## config.mk

```make
export PLATFORM = sky130hd
export DESIGN_NAME = comp_divider
export DESIGN_NICKNAME = d
export VERILOG_FILES = /design/src/rtl/comp_divider.sv
export SDC_FILE = /design/constraint.sdc
export NUM_CORES = 1
export LEC_CHECK = 0
export BUFFER_PORTS_ARGS = -buffer_cell sky130_fd_sc_hd__buf_2
export CORE_UTILIZATION = 40
export CTS_CLUSTER_SIZE = 28
export DETAILED_ROUTE_END_ITERATION = 12
export SLEW_MARGIN = 20
export SYNTH_ARGS = -nofsm -noshare
export SYNTH_HDL_FRONTEND = slang
export SYNTH_SLANG_ARGS = --single-unit
```

## constraint.sdc

```tcl
create_clock -name clk -period 4.1 [get_ports clk]
set_clock_uncertainty 0.15 [all_clocks]
set_input_delay 0.205 -clock clk [delete_from_list [all_inputs] [get_ports clk]]
set_output_delay 0.205 -clock clk [all_outputs]
set_load 0.05 [all_outputs]
```

## src/rtl/comp_divider.sv

```systemverilog
// comp_divider: sequential unsigned restoring divider, one quotient bit per clock.
//
// Ports:
//   clk        - rising-edge clock
//   Reset      - asynchronous active-low reset
//   Run        - start request, honoured in IDLE or DONE
//   Dividend   - unsigned dividend, captured on the start edge
//   Divisor    - unsigned divisor, captured on the start edge
//   Quotient   - quotient, meaningful while Ready=1
//   Remainder  - remainder, meaningful while Ready=1
//   Ready      - result valid, held until the next start or reset
//   Busy       - high during the WIDTH iteration cycles
//   DivByZero  - captured divisor was zero, valid with Ready
//
// State table:
//   state  | meaning
//   IDLE   | waiting for the first Run after reset
//   ITER   | shifting/subtracting, one quotient bit per clock
//   DONE   | result held on the outputs, Run starts the next operation
module comp_divider #(
    parameter int WIDTH = 32
) (
    input  logic             clk,
    input  logic             Reset,
    input  logic             Run,
    input  logic [WIDTH-1:0] Dividend,
    input  logic [WIDTH-1:0] Divisor,
    output logic [WIDTH-1:0] Quotient,
    output logic [WIDTH-1:0] Remainder,
    output logic             Ready,
    output logic             Busy,
    output logic             DivByZero
);

    localparam int CW = $clog2(WIDTH) + 1;

    typedef enum logic [1:0] {
        S_IDLE = 2'd0,
        S_ITER = 2'd1,
        S_DONE = 2'd2
    } state_t;

    state_t             state_q, state_d;
    logic [2*WIDTH-1:0] r_q, r_d;
    logic [WIDTH-1:0]   d_q, d_d;
    logic [CW-1:0]      cnt_q, cnt_d;
    logic               dbz_q, dbz_d;

    logic [2*WIDTH-1:0] shifted;
    logic [WIDTH:0]     trial;
    logic               start;
    logic               last_iter;

    // State and datapath registers
    always_ff @(posedge clk or negedge Reset) begin
        if (!Reset) begin
            state_q <= S_IDLE;
            r_q     <= '0;
            d_q     <= '0;
            cnt_q   <= '0;
            dbz_q   <= 1'b0;
        end else begin
            state_q <= state_d;
            r_q     <= r_d;
            d_q     <= d_d;
            cnt_q   <= cnt_d;
            dbz_q   <= dbz_d;
        end
    end

    // Run is ignored while iterating, so operands only enter on a real start.
    assign start     = Run && (state_q != S_ITER);
    assign last_iter = (cnt_q == CW'(WIDTH - 1));

    // Trial subtract on the shifted partial remainder; the extra top bit is
    // the borrow. The shift never drops a set bit: before the final shift the
    // partial remainder is below 2^(WIDTH-1).
    assign shifted = {r_q[2*WIDTH-2:0], 1'b0};
    assign trial   = {1'b0, shifted[2*WIDTH-1:WIDTH]} - {1'b0, d_q};

    // Next-state logic
    always_comb begin
        state_d = state_q;
        case (state_q)
            S_IDLE:  if (start) state_d = S_ITER;
            S_ITER:  if (last_iter) state_d = S_DONE;
            S_DONE:  if (start) state_d = S_ITER;
            default: state_d = S_IDLE;
        endcase
    end

    // Datapath next values
    always_comb begin
        r_d   = r_q;
        d_d   = d_q;
        cnt_d = cnt_q;
        dbz_d = dbz_q;
        if (start) begin
            r_d   = {{WIDTH{1'b0}}, Dividend};
            d_d   = Divisor;
            dbz_d = (Divisor == '0);
            cnt_d = '0;
        end else if (state_q == S_ITER) begin
            if (!trial[WIDTH]) begin
                r_d = {trial[WIDTH-1:0], shifted[WIDTH-1:1], 1'b1};
            end else begin
                r_d = shifted;
            end
            cnt_d = cnt_q + CW'(1);
        end
    end

    // Outputs
    always_comb begin
        Quotient  = r_q[WIDTH-1:0];
        Remainder = r_q[2*WIDTH-1:WIDTH];
        Busy      = (state_q == S_ITER);
        Ready     = (state_q == S_DONE);
        DivByZero = dbz_q;
    end

endmodule

```

==> results.md, run 1 <==
* Status: finished, final reports clean
* Total wire length after detailed routing at 17300 um
* Rows at 46
* Reg area at 0.00263 mm2
* TritonCTS Sinks at 105
* Root Driver: clkbuf_16
* Fin crit share at 81.1%
* Drc violations at 0
* Antenna Nets Post-Route at 0
* Final hold violation count at 0
* Largest net degree at the start of global routing at 81
* Startpoint types: flip-flop
* Avg Cell Area, Syn at 9.58 um2
* Setup bufs post-CTS at 0
* H-Tree Depth at 3
* Initial antenna violation count at 0
* CTS Hold Bufs at 37
* First-pass GRT wire length at 28000 um
* Die height at 130 um
* Final nets at 933
* RD Place Congestion at 0.903
* Die ar. at 0.0169 mm2
* DRT iter0 DRCs at 433
* WS Path Type: reg2reg
* Congestion Overflow GR at 0
* Cells taking the most area after synthesis: dfrtp_1, ha_1, mux2_2
* Vias in the first global route at 5411
* Biggest area consumer among synthesized cells: dfrtp_1
* Finish-stage setup viols at 0
* Top_reg_cell synth: dfrtp_1
* Syn Nets at 784
* 1st-pass router iterations at 5
* Clock transition at the registers of the reported paths at 0.07 ns
* Fmax at 301 MHz
* Synth top area share at 40.1%
* Inserted Diodes at 0
* Post-CTS Resized at 0
* Yosys reg bits at 105
* Core area at 0.0159 mm2
* Synth Cell Area at 0.00655 mm2
* Arrival @ worst endpoint at 3.42 ns
* Synthesis Warnings at 0
* Area of the multi-input gates at 0.00359 mm2
* TritonCTS Buffers at 9
* Hold Worst Slack at 0.00147 ns
* Worst Setup End Kind: flip-flop
* Finished Layout Cells at 1053
* Max-cap viol count at 0
* CTS Buffer Depth at 2
* Accumulated negative setup slack at 0 ns
* Area Overhead vs Synth at 22.7%
* Via count at 5794
* Max-slew headroom at 38.2%
* All-Layer GR Usage at 21.2%
* Slew @ Worst Pin at 0.925 ns
* CTS tree: done
* Required @ worst endpoint at 4.19 ns
* Final instance area at 0.00803 mm2
* Starting Density at 41.1%
* Placed Area at 0.00736 mm2
* Worst-Skew Late Latency at 0.36 ns
* Mapped Cells at 683
* Detailed Place HPWL at 12500 um
* Post-synth EDFFs at 0
* Die extent in x at 130 um
* # fillers at 1498
* Slew Viols, Final at 0
* Period minus WS final at 3.32 ns
* RSZ-0062 raised after global routing: no
* Async S/R FF share, synth at 100%
* Crit-path max FO at 33
* Placed Cells at 1000
* IO buf count at 133
* Vias per inst at 5.50
* Routed length per instance at 16.4 um
* Synth cell types at 57
* IO Pins at 134
* Post-synthesis sequential area ratio at 40.1%
* Layout cells sized above 1 at 23.7%
* HP Class: in2reg
-- cell families (layout without fill, tap and decap cells) --
group	count (synthesis)	after routing	synth area share [%]
simple gates	188	188	14.9
compound gates	182	182	18.6
flops	105	105	40.1
buf+inv	78	232	4.99
mux	70	70	11.3
fa+ha+maj	34	34	6.61
xor+xnor	26	26	3.48
-- synthesized netlist by cell type, drive strengths merged (2+ instances only) --
cell,count
dfrtp,105
o21ai,66
nand2,62
inv,39
mux2i,37
ha,33
mux2,33
a21oi,28
clkbuf,28
nand3,25
nand3b,23
nor2,23
o311ai,19
a31oi,16
a21o,14
xor2,14
xnor2,12
buf,11
nor3b,9
nor4,9
nand2b,8
o211ai,7
and3,5
nand4,5
nor2b,5
o21a,5
or3,5
a211oi,4
o31ai,4
a32oi,3
nor3,3
a21boi,2
a311oi,2
and2,2
o2111ai,2
o21bai,2
or4,2
-- per-layer routing --
layer	vias to the layer above	share of wire (%)	GRT usage, %
li1	2801	-	-
met2	184	45	33.6
met4	0	1.1	6.43
met5	-	0	0
met1	2789	47	29.5
met3	20	6.0	3.81
-- worst paths after layout --
check | startpoint | end | slack (ns) | depth (start not counted)
hold / removal | Dividend[27] | r_q[27]$_DFFE_PN0P_ | 0.001 | 3
min in group asynchronous | Reset | r_q[12]$_DFFE_PN0P_ | 0.31 | 2
setup reg to reg | r_q[44]$_DFFE_PN0P_ | r_q[45]$_DFFE_PN0P_ | 0.78 | 10
setup / recovery | r_q[44]$_DFFE_PN0P_ | r_q[45]$_DFFE_PN0P_ | 0.78 | 10
max in group asynchronous | Reset | r_q[44]$_DFFE_PN0P_ | 2.60 | 3
hold reg to reg | DivByZero$_DFFE_PN0P_ | DivByZero$_DFFE_PN0P_ | 0.34 | 2
-- area by class of cell --
class	count	share of cell area [%]
Sequential cell	105	32.7
Timing Repair Buffer	177	13.6
Inverter	39	1.82
Tap cell	216	3.36
Clock inverter	7	0.966
Clock buffer	9	2.80
Multi-Input combinational cell	500	44.7
-- cells in the final DEF (no fill, tap or decap), types with 3 or more instances in the layout --
cell,netlist,routed
a211oi_1,3,3
a21o_1,14,14
a21oi_1,27,27
a31oi_1,14,14
a32oi_1,3,3
and3_1,5,5
buf_2,3,132
buf_4,4,7
clkbuf_16,0,9
dfrtp_1,105,105
dlygate4sd3_1,0,37
ha_1,33,33
inv_1,38,38
mux2_2,33,33
mux2i_1,37,37
nand2_1,62,62
nand2b_1,8,8
nand3_1,25,25
nand3b_1,23,23
nand4_1,5,5
nor2_1,23,23
nor2b_1,5,5
nor3_1,3,3
nor3b_1,9,9
nor4_1,9,9
o211ai_1,7,7
o21a_1,5,5
o21ai_0,59,59
o21ai_1,6,6
o311ai_0,19,19
o31ai_1,4,4
or3_1,5,5
xnor2_1,12,12
xor2_1,14,14
-- sequential cells by signal, summed over array words and instances, names as in the netlist --
register	cells
DivByZero	1
cnt_q	6
d_q	32
r_q	64
state_q	2
-- critical path, stage by stage (launching register included) --
cell and delay [ns]:
dfrtp_1 0.42, ha_1 0.44, a211oi_2 0.27, o21ai_1 0.12, or3_1 0.39, a31oi_4 0.22
o21ai_2 0.11, a31oi_4 0.30, buf_4 0.37, nor4_1 0.11, a221o_1 0.28
-- per-stage QoR --
| stage | worst slack, ns | util [%] |
|---|---|---|
| final | 0.775 | 50.4 |
| after global routing | 0.563 | 50.4 |
| after CTS | 0.766 | 50.4 |
| after detailed placement | 0.780 | 46.1 |
| after global placement | 0.915 | 46.1 |
| after floorplan | 0.949 | - |
Power of run 1 is not shown: default switching activity piles up to over one toggle a cycle in this logic, so the estimate is an artifact.
==> run 2: changes to the inputs <==
==> constraint.sdc (replaced) <==
create_clock -name clk -period 3.15 [get_ports clk]
set_clock_uncertainty 0.15 [all_clocks]
set_input_delay 0.1575 -clock clk [delete_from_list [all_inputs] [get_ports clk]]
set_output_delay 0.1575 -clock clk [all_outputs]
set_load 0.05 [all_outputs]
==> run 2 against run 1 <==
Net effect: via count is 1.8% higher; cell area rose by 6.8%; critical path depth shrank 1; utilization is 3.4 points higher; sequential share of layout area fell by 2.1 points; worst hold slack better by 0.15 ns; register-to-register slack got worse by 0.68 ns; critical endpoint is now r_q[50]$_DFFE_PN0P_; non-clock buffer count rose by 53; highest routed layer unchanged; routed wire length up 3.4%; flip-flop and latch count stayed put; first-iteration DRC count is 7.4% lower.
==> results.md, run 2 (synthesis gave the netlist of run 1 again) <==
* Status: finished, final reports clean
* Critical path's largest stage delay at 0.40 ns (-0.04 ns)
* Most frequent cells in the layout: buf_2, dfrtp_1, dlygate4sd3_1
* CP max-delay cell: dfrtp_1
* Final hold violation count at 0 (unchanged)
* Fin crit share at 97.1% (+16 points)
* Congestion Overflow GR at 0 (unchanged)
* First-pass GRT wire length at 28100 um (+0.12%)
* Max-cap viol count at 0 (unchanged)
* Rows at 46 (unchanged)
* Detailed Place HPWL at 12600 um (+1.3%)
* Initial antenna violation count at 0 (unchanged)
* DRT iter0 DRCs at 401 (-7.4%)
* Period minus WS final at 3.06 ns (-0.266 ns)
* Clock transition at the registers of the reported paths at 0.07 ns (about the same)
* Largest regs: r_q: 64 flops, d_q: 32 flops, cnt_q: 6 flops
* Total wire length after detailed routing at 17900 um (+3.4%)
* CP top delay family: compound AO/OA/AOI/OAI gates
* Antenna Nets Post-Route at 0 (unchanged)
* Drc violations at 0 (unchanged)
* Inserted Diodes at 0 (unchanged)
* Final cell utilization of the core at 53.8% (+3.4 points)
* CTS Buffer Depth at 2 (unchanged)
* TritonCTS Sinks at 105 (unchanged)
* Worst Setup End Kind: flip-flop
* RD Place Congestion at 0.948 (+4.9%)
* Starting Density at 41.1% (unchanged)
* WS Path Type: reg2reg
* Die extent in x at 130 um (unchanged)
* Worst path buffer plus inverter count at 0 (-1)
* Layout cells sized above 1 at 25.8% (+2.2 points)
* Vias in the first global route at 5585 (+3.2%)
* IO Pins at 134 (unchanged)
* H-Tree Depth at 3 (unchanged)
* Slew Viols, Final at 0 (unchanged)
* RSZ-0062 raised after global routing: yes
* Via count at 5898 (+1.8%)
* Routed length per instance at 16.2 um (-1.5%)
* Die ar. at 0.0169 mm2 (unchanged)
* Root Driver: clkbuf_16
* Core area at 0.0159 mm2 (unchanged)
* Finish-stage setup viols at 0 (unchanged)
* TritonCTS Buffers at 9 (unchanged)
* Worst-Skew Late Latency at 0.36 ns (about the same)
* All-Layer GR Usage at 21.3% (+0.14 points)
* Largest net degree at the start of global routing at 75 (-7.4%)
* Startpoint types: flip-flop
* HP Class: in2async
* Crit-path cells: ha_1 > a21o_1 > or3_1 > o21a_2 > a31oi_1 > o21ai_1 > a221oi_1 > xor2_1 > o311ai_0
* Crit-path max FO at 5 (-85%)
* IO buf count at 133 (unchanged)
* Max reg flops at 64 (unchanged)
* Vias per inst at 5.33 (-3.1%)
* Commonest non-fill, non-tap cell in the layout: buf_2
* Die height at 130 um (unchanged)
* Area Overhead vs Synth at 31.1%
* Slew @ Worst Pin at 0.841 ns (-0.0837 ns)
* Final nets at 986 (+5.7%)
* Hold Worst Slack at 0.150 ns (+0.149 ns)
* Fmax at 327 MHz (+8.7%)
* Top reg by flops: r_q
* Required @ worst endpoint at 3.24 ns (-0.95 ns)
* CTS tree: done
* Max-slew headroom at 43.9% (+5.7 points)
* Arrival @ worst endpoint at 3.15 ns (-0.27 ns)
* 1st-pass router iterations at 7 (+2)
==> run 2: cell types whose count changed in the layout (fill, tap and decap cells not counted), moves of 2 or more <==
| cell | before | now |
|---|---|---|
| o311ai_0 | 19 | 17 |
| a21oi_2 | 1 | 3 |
| buf_4 | 7 | 29 |
| dlygate4sd3_1 | 37 | 65 |
| o311ai_1 | 0 | 2 |
| buf_12 | 0 | 2 |
| a21oi_1 | 27 | 25 |
==> run 2: layout make-up <==
| cell class | count | area (um2) |
|---|---|---|
| Tap cell | 216 | 270 |
| Inverter | 39 | 146 |
| Sequential cell | 105 | 2630 |
| Fill cell | 1435 | 7360 |
| Clock inverter | 7 | 100 |
| Multi-Input combinational cell | 500 | 3620 |
| Timing Repair Buffer | 230 | 1590 |
| Clock buffer | 9 | 225 |
==> run 2: final timing paths <==
path	start	to	slack [ns]	cells after the start
max	r_q[36]$_DFFE_PN0P_	r_q[50]$_DFFE_PN0P_	0.09	9
min	Reset	r_q[12]$_DFFE_PN0P_	0.15	2
max reg2reg	r_q[36]$_DFFE_PN0P_	r_q[50]$_DFFE_PN0P_	0.09	9
min reg2reg	DivByZero$_DFFE_PN0P_	DivByZero$_DFFE_PN0P_	0.33	2
max in group asynchronous	Reset	r_q[31]$_DFFE_PN0P_	1.92	3
min in group clk	Run	DivByZero$_DFFE_PN0P_	0.29	5
==> run 2: metrics by stage <==
step | instance area, um2 | instances | setup WS, ns | setup TNS [ns]
finish | 8580 | 1106 | 0.0912 | 0
CTS | 8530 | 1104 | 0.0551 | 0
global placement | 7560 | 1023 | 0.135 | 0
global route | 8580 | 1106 | -0.101 | -0.260
detailed placement | 7560 | 1023 | 0.0261 | 0
floorplan | 6550 | 683 | 0.0872 | 0
==> run 2: what timing repair did <==
item	4_1_cts	5_1_grt
setup buffers	0	2
gates resized for setup	1	10
endpoints found under the hold margin	101	0
pin swaps	0	3
endpoints found under the setup margin	1	25
hold buffers	65	0
==> run 2: routing by layer <==
| metal | track usage (%) | vias up | part of all wire, % |
|---|---|---|---|
| li1 | - | 2903 | - |
| met1 | 29.7 | 2805 | 48 |
| met2 | 34.0 | 170 | 45 |
| met3 | 3.03 | 20 | 5.3 |
| met4 | 7.46 | 0 | 1.5 |
| met5 | 0 | - | 0 |
Power of run 2 is left out for the same reason.
